## config.mk

```make
export PLATFORM = sky130hd
export DESIGN_NAME = mem_port_arbiter
export DESIGN_NICKNAME = d
export VERILOG_FILES = /design/src/rtl/mem_port_arbiter.sv
export SDC_FILE = /design/constraint.sdc
export NUM_CORES = 1
export LEC_CHECK = 0
export ABC_AREA = 1
export BUFFER_PORTS_ARGS = -buffer_cell sky130_fd_sc_hd__buf_2
export CAP_MARGIN = 20
export CORE_UTILIZATION = 25
export CTS_BUF_LIST = sky130_fd_sc_hd__clkbuf_16
export DETAILED_ROUTE_END_ITERATION = 10
export PLACE_DENSITY = 0.58
export SLEW_MARGIN = 20
export SYNTH_ARGS = -nofsm -noshare
export SYNTH_HDL_FRONTEND = slang
export SYNTH_SLANG_ARGS = --single-unit
```

## constraint.sdc

```tcl
create_clock -name clk -period 1.55 [get_ports clk]
set_input_delay 0 -clock clk [delete_from_list [all_inputs] [get_ports clk]]
set_output_delay 0 -clock clk [all_outputs]
set_load 0.01 [all_outputs]
```

## src/rtl/mem_port_arbiter.sv

```systemverilog
// Shares one external memory port between I-cache refills and D-cache traffic.
// D-cache wins ties; a starvation counter guarantees the I-cache forward progress.
module mem_port_arbiter #(
  parameter int ADDR       = 32,
  parameter int DATA       = 32,
  parameter int BEATS      = 4,
  parameter int STARVE_MAX = 3
) (
  input  logic            clk,
  input  logic            reset,
  input  logic            ic_req,
  input  logic [ADDR-1:0] ic_addr,
  output logic            ic_rvalid,
  output logic [DATA-1:0] ic_rdata,
  output logic            ic_done,
  input  logic            dc_req,
  input  logic            dc_we,
  input  logic [ADDR-1:0] dc_addr,
  input  logic [DATA-1:0] dc_wdata,
  output logic            dc_rvalid,
  output logic [DATA-1:0] dc_rdata,
  output logic            dc_done,
  output logic            mem_req,
  output logic            mem_we,
  output logic [ADDR-1:0] mem_addr,
  output logic [DATA-1:0] mem_wdata,
  input  logic            mem_ready,
  input  logic            mem_rvalid,
  input  logic [DATA-1:0] mem_rdata
);

  localparam int BW = $clog2(BEATS);
  localparam int SW = $clog2(STARVE_MAX + 1);

  typedef enum logic [1:0] {
    IDLE,
    ISSUE,
    RDATA
  } state_t;

  typedef enum logic {
    OWN_IC,
    OWN_DC
  } owner_t;

  state_t        state;
  owner_t        owner;
  logic [BW-1:0] beat_cnt;
  logic [SW-1:0] starve_cnt;

  logic go;
  logic starved;
  logic grant_ic;
  logic grant_dc;
  logic last_beat;

  // Hold off arbitration while a done pulse is visible so the requester
  // gets a cycle to drop its request.
  always_comb begin
    go        = !ic_done && !dc_done;
    starved   = starve_cnt >= SW'(STARVE_MAX);
    grant_dc  = go && dc_req && (!ic_req || !starved);
    grant_ic  = go && ic_req && !grant_dc;
    last_beat = beat_cnt == BW'(BEATS - 1);
  end

  always_ff @(posedge clk) begin
    if (reset) begin
      state      <= IDLE;
      owner      <= OWN_IC;
      beat_cnt   <= '0;
      starve_cnt <= '0;
      mem_req    <= 1'b0;
      mem_we     <= 1'b0;
      mem_addr   <= '0;
      mem_wdata  <= '0;
      ic_rvalid  <= 1'b0;
      ic_rdata   <= '0;
      ic_done    <= 1'b0;
      dc_rvalid  <= 1'b0;
      dc_rdata   <= '0;
      dc_done    <= 1'b0;
    end else begin
      ic_rvalid <= 1'b0;
      dc_rvalid <= 1'b0;
      ic_done   <= 1'b0;
      dc_done   <= 1'b0;
      unique case (state)
        IDLE: begin
          if (grant_dc) begin
            owner     <= OWN_DC;
            mem_req   <= 1'b1;
            mem_we    <= dc_we;
            mem_addr  <= dc_addr;
            mem_wdata <= dc_wdata;
            state     <= ISSUE;
            if (!ic_req)
              starve_cnt <= '0;
            else if (!starved)
              starve_cnt <= starve_cnt + 1'b1;
          end else if (grant_ic) begin
            owner      <= OWN_IC;
            mem_req    <= 1'b1;
            mem_we     <= 1'b0;
            mem_addr   <= ic_addr;
            mem_wdata  <= '0;
            starve_cnt <= '0;
            state      <= ISSUE;
          end
        end
        ISSUE: begin
          if (mem_ready) begin
            mem_req <= 1'b0;
            if (mem_we) begin
              dc_done <= 1'b1;
              state   <= IDLE;
            end else begin
              beat_cnt <= '0;
              state    <= RDATA;
            end
          end
        end
        RDATA: begin
          if (mem_rvalid) begin
            if (owner == OWN_DC) begin
              dc_rvalid <= 1'b1;
              dc_rdata  <= mem_rdata;
              dc_done   <= last_beat;
            end else begin
              ic_rvalid <= 1'b1;
              ic_rdata  <= mem_rdata;
              ic_done   <= last_beat;
            end
            if (last_beat) begin
              beat_cnt <= '0;
              state    <= IDLE;
            end else begin
              beat_cnt <= beat_cnt + 1'b1;
            end
          end
        end
        default: state <= IDLE;
      endcase
    end
  end

endmodule

```

* Word level (Yosys, flattened, before mapping)
Cells that the tools add are included.
Widths: inputs -> output; s select.
** Word-level totals
- Register bits :: 141
- Input bits :: 135
- Output and inout bits :: 134
- Word-level logic and storage cells :: 87
** Operators by class
- Add/sub/neg operators :: 2
- Magnitude comparators :: 1
- Equal/unequal tests :: 9
- Multiplexer cells :: 34
- Bitwise operators :: 3
- Reduce and logical (&&, ||, !) cells :: 24
** Operator list (number)
- $mux 32 :: 4
- $mux 2 :: 14
- $mux 1 :: 12
- $reduce_and 3->1 :: 4
- $ne 2x2->1 const B :: 4
- $reduce_and 4->1 :: 2
- $ne 3x3->1 const B :: 2
- $pmux 2 s3 :: 1
- $reduce_bool 2->1 :: 3
- $logic_and 1x1->1 :: 5
- $logic_not 1->1 :: 5
- $add 2x1->2 const B :: 2
- $eq 2x2->1 const B :: 2
- $pmux 1 s2 :: 2
- $pmux 2 s2 :: 1
- $reduce_or 4->1 :: 1
- $not 1->1 :: 3
- $reduce_or 3->1 :: 1
- $eq 2x1->1 const B :: 1
- $ge 2x2->1 const B :: 1
- $logic_not 2->1 :: 1
- $reduce_and 2->1 :: 1
- $logic_or 1x1->1 :: 1

* Depth between registers and ports, before layout
- Depth in word-level cells :: 9
- Depth in mapped cells :: 9
- Mapped depth without buffers :: 8

* Worst setup path before layout
No wires, ideal clock.
- Kind :: reg-to-reg
- Start :: register state[0]
- End :: register ic_rdata[0]
- Arrival :: 1.258 ns
- Required time :: 1.434 ns
- Slack :: 0.177 ns
- Stages on the path, launching flop included :: 10
- Buffers on the path :: 2
- Cells stage by stage :: dfxtp_1 -> inv_1 -> ha_1 -> buf_2 -> nand2_1 -> nor2_2 -> inv_2 -> buf_2 -> nor2_1 -> nor2_1
** Between the ends
- Cells in the longest elaborated chain, start to end :: 2
** Ends and longest elaborated chain
- start: declaration :: line 46 : state_t state;
- start signal: assignment :: line 69 : state <= IDLE;
- start signal: assignment :: line 96 : state <= ISSUE;
- start signal: assignment :: line 108 : state <= ISSUE;
- $eq 2x2->1 :: line 88 : unique case (state)
- $reduce_and 3->1 (no line)
- end signal: assignment :: line 131 : ic_rdata <= mem_rdata;
- end: declaration :: line 14 : output logic [DATA-1:0] ic_rdata,
Every way passes these cells.
A chain may end at the register's enable or synchronous reset.

* Final worst setup path
- Start :: register state[0]
- End :: register ic_rdata[3]
The elaborated chain is that of the path after synthesis.

==> metrics.md <==
| Metric | Value |
|---|---|
| Share of layout cells above drive strength 1 | approximately 28% |
| Internal | around 0.0084 W |
| Relative slew margins | 78.46% |
| Top Ports | roughly 270 |
| Overflow after GRT | 0 |
| Clock skew | 11.24 ps |
| RSZ-0062 raised after global routing | yes |
| Final hold vios | 0 |
| Total number of vias | around 6500 |
| Die area | ~23000 um^2 |
| Maxcap violations | 0 |
| Largest net degree at the start of global routing | 67 |
| Design Area, Final | 9334 um^2 |
| CP Capture Type | register |
| CP Max Fanout | 27 |
| Leakage | around 4.7 nW |
| Switching Power | approximately 0.0046 W |
| Pwr Total | approximately 0.013 W |
| Final setup viols | 0 |
| Period utilization | a little over 90% |
| Setup_tns | 0 ps |
| Mapped Cells | approximately 790 |
| Fin. max-slew vios | 0 |
| F_max | just under 700 MHz |
| Iter 0 DRT Violations | between 500 and 600 |
| CP arrival | about 1800 ps |
| Max H-tree Level | 4 |
| ANT nets after route | 0 |
| CP Cell Sequence | inv_1 > ha_2 > nand2_1 > nor2_4 > inv_2 > buf_12 > nor2_1 > nor2_1 |
| Fin crit period | 1437 ps |
| Fillers | around 2200 |
| Cell area after synthesis | about 5700 um^2 |
| Ys Warns | 0 |
| Area Growth Syn to Fin | 63.27% |
| Die Y | roughly 150 um |
| Nets@finish | about 1300 |
| Worst Path Required | 1860 ps |
| Sink Count | ~140 |
| Hold slack | a little under 30 ps |
| Most common cell after layout, fill and taps aside | buf_2 |
| WS Path Type | reg -> reg |
| Critical Path Start Type | register |
| Logic pwr share | between 30% and 40% |
| CTS tree | built |
| Core area | approximately 22000 um^2 |
| Mean post-synth cell area | 7.209 um^2 |
| Syn nets | 933 |
| PortBufs | 268 |
| Vias in the first global route | 6404 |
| Commonest cells after routing, fill and taps aside | buf_2, nand2_1, dfxtp_1, dlygate4sd3_1, a21oi_1 |
| Clock Pin Slew Worst Setup and Hold Paths | around 60 ps |
| Dpl cell area | 7417 um^2 |
| Clk root buf | clkbuf_16 |
| Peak supply drop | around 0.70 mV |
| Net Sw Frac | 35.22% |
| Num rows | 54 |
| Most used cell, CP | nor2_1 |
| Starting density of the core | between 20 and 30% |
| HPWL Detailed | approximately 13 mm |
| Avg WL per Cell | ~14 um |
| Clk pwr share | a little under a third |
| Antenna violations before repair | 0 |
| Post-synthesis sequential area ratio | about 50% |
| Register bit total from synthesis | approximately 140 |
| Status | finished, final reports clean |
| Clock network latency to the later pin of the worst-skew pair | ~420 ps |
| Critical Path Slowest Stage Cell | dfxtp_1 |
| Tot GR Track Use | approximately 17% |
| Final Routed Wirelength | approximately 20 mm |
| Remaining DRCs | 0 |
| Worst stage delay on the critical path | around 330 ps |
| HP Class | in -> reg |
| Via-to-Cell Ratio | 4.409 |
| Gpl congestion | roughly 0.76 |
| Total CTS buffers | 17 |
| # diodes | 0 |
| First-pass GRT wire length | ~32 mm |
| Yosys cell types | 22 |
| Seq pwr share | between 30% and 40% |
| PD cells | 1391 nW/um^2 |
| Worst slew pin tran | about 320 ps |
| CTS max path bufs | 2 |
| Setup bufs post-CTS | 0 |
| Die X | roughly 150 um |
| 1st-pass router iterations | 4 |
## cell families (layout without fill, tap and decap cells)
family	after synthesis	count (layout)	synth area share, %
compound gates	138	138	12.08
simple gates	374	374	27.29
buf+inv	135	537	10.16
fa+ha+maj	5	5	1.094
flops	141	141	49.38
## state kept, by name (all words and copies together), names as in the netlist
name	cells
mem_wdata	32
mem_addr	32
dc_rdata	32
dc_rvalid	1
ic_rvalid	1
owner	1
mem_we	1
ic_done	1
mem_req	1
ic_rdata	32
beat_cnt	2
state	2
dc_done	1
starve_cnt	2
## final cells by class
| cell class | instances | area [um^2] | area share (%) |
|---|---|---|---|
| clock buffers | 17 | 425.4 | 4.558 |
| clock inverters | 15 | 137.6 | 1.475 |
| inverters | 81 | 304.0 | 3.257 |
| multi-input cells | 517 | 2338 | 25.05 |
| flip-flops and latches | 141 | 2823 | 30.24 |
| well taps | 280 | 350.3 | 3.753 |
| repair buffers | 424 | 2955 | 31.66 |
## worst max-delay path: cells and delay by family (launching register included)
kind                       cells  cell delay, ps
and+or+nand+nor                4             420
DFF                            1             330
buffers and inverters          3             310
adders and majority gates      1             260
## cell usage after synthesis, drive strengths merged
library cell	number	area, um^2
dfxtp	141	2823
inv	81	304.0
ha	5	62.56
nand2	222	833.3
o21ai	34	170.2
a21oi	104	520.5
buf	32	190.2
nand4	33	212.7
clkbuf	22	86.33
and3	1	6.260
nand3	36	190.2
nor2	82	317.8
## worst paths after layout
| check | from | end | slack (ps) | cells after the start |
|---|---|---|---|---|
| max | state[0] | ic_rdata[3] | 110 | 8 |
| min | dc_addr[1] | mem_addr[1] | 30 | 5 |
| max reg2reg | state[0] | ic_rdata[3] | 110 | 8 |
| min reg2reg | mem_wdata[22] | mem_wdata[22] | 460 | 2 |
## power by group through the flow
stage | clock (W) | sequential [W] | combinational (W)
global placement | 0 | 0.00471 | 0.00397
finish | 0.00393 | 0.00467 | 0.00438
global route | 0.00426 | 0.00475 | 0.00491
CTS | 0.00409 | 0.00466 | 0.00426
detailed placement | 0 | 0.00473 | 0.00399
floorplan | 0 | 0.00502 | 0.00222
## metrics by stage
| step | util, % | setup slack (ps) | cells |
|---|---|---|---|
| finish | 42.25 | 112.9 | 1475 |
| global route | 42.25 | -17.90 | 1475 |
| detailed placement | 33.57 | -38.21 | 1313 |
| CTS | 42.00 | 13.65 | 1474 |
| floorplan | - | 176.6 | 793 |
| global placement | 33.57 | 3.485 | 1313 |
## routing by layer
layer  wire length (um)  part of all wire (%)  up-vias  global-route usage (%)
met5                  0                     0        -                       0
met4                466                   2.3        0                   7.167
met3               1469                   7.3       33                   5.217
met2               9440                    47      248                   28.83
met1               8752                    43     2923                   19.69
li1                   -                     -     3300                       -
## what timing repair did
item                                    4_1_cts  5_1_grt
endpoints found under the hold margin       132        0
endpoints found under the setup margin       26      104
resized for setup                             2        7
hold buffers                                129        0
gates cloned                                  0        1
pin swaps                                     0        0
No activity file was read; power rests on OpenSTA's default activity.
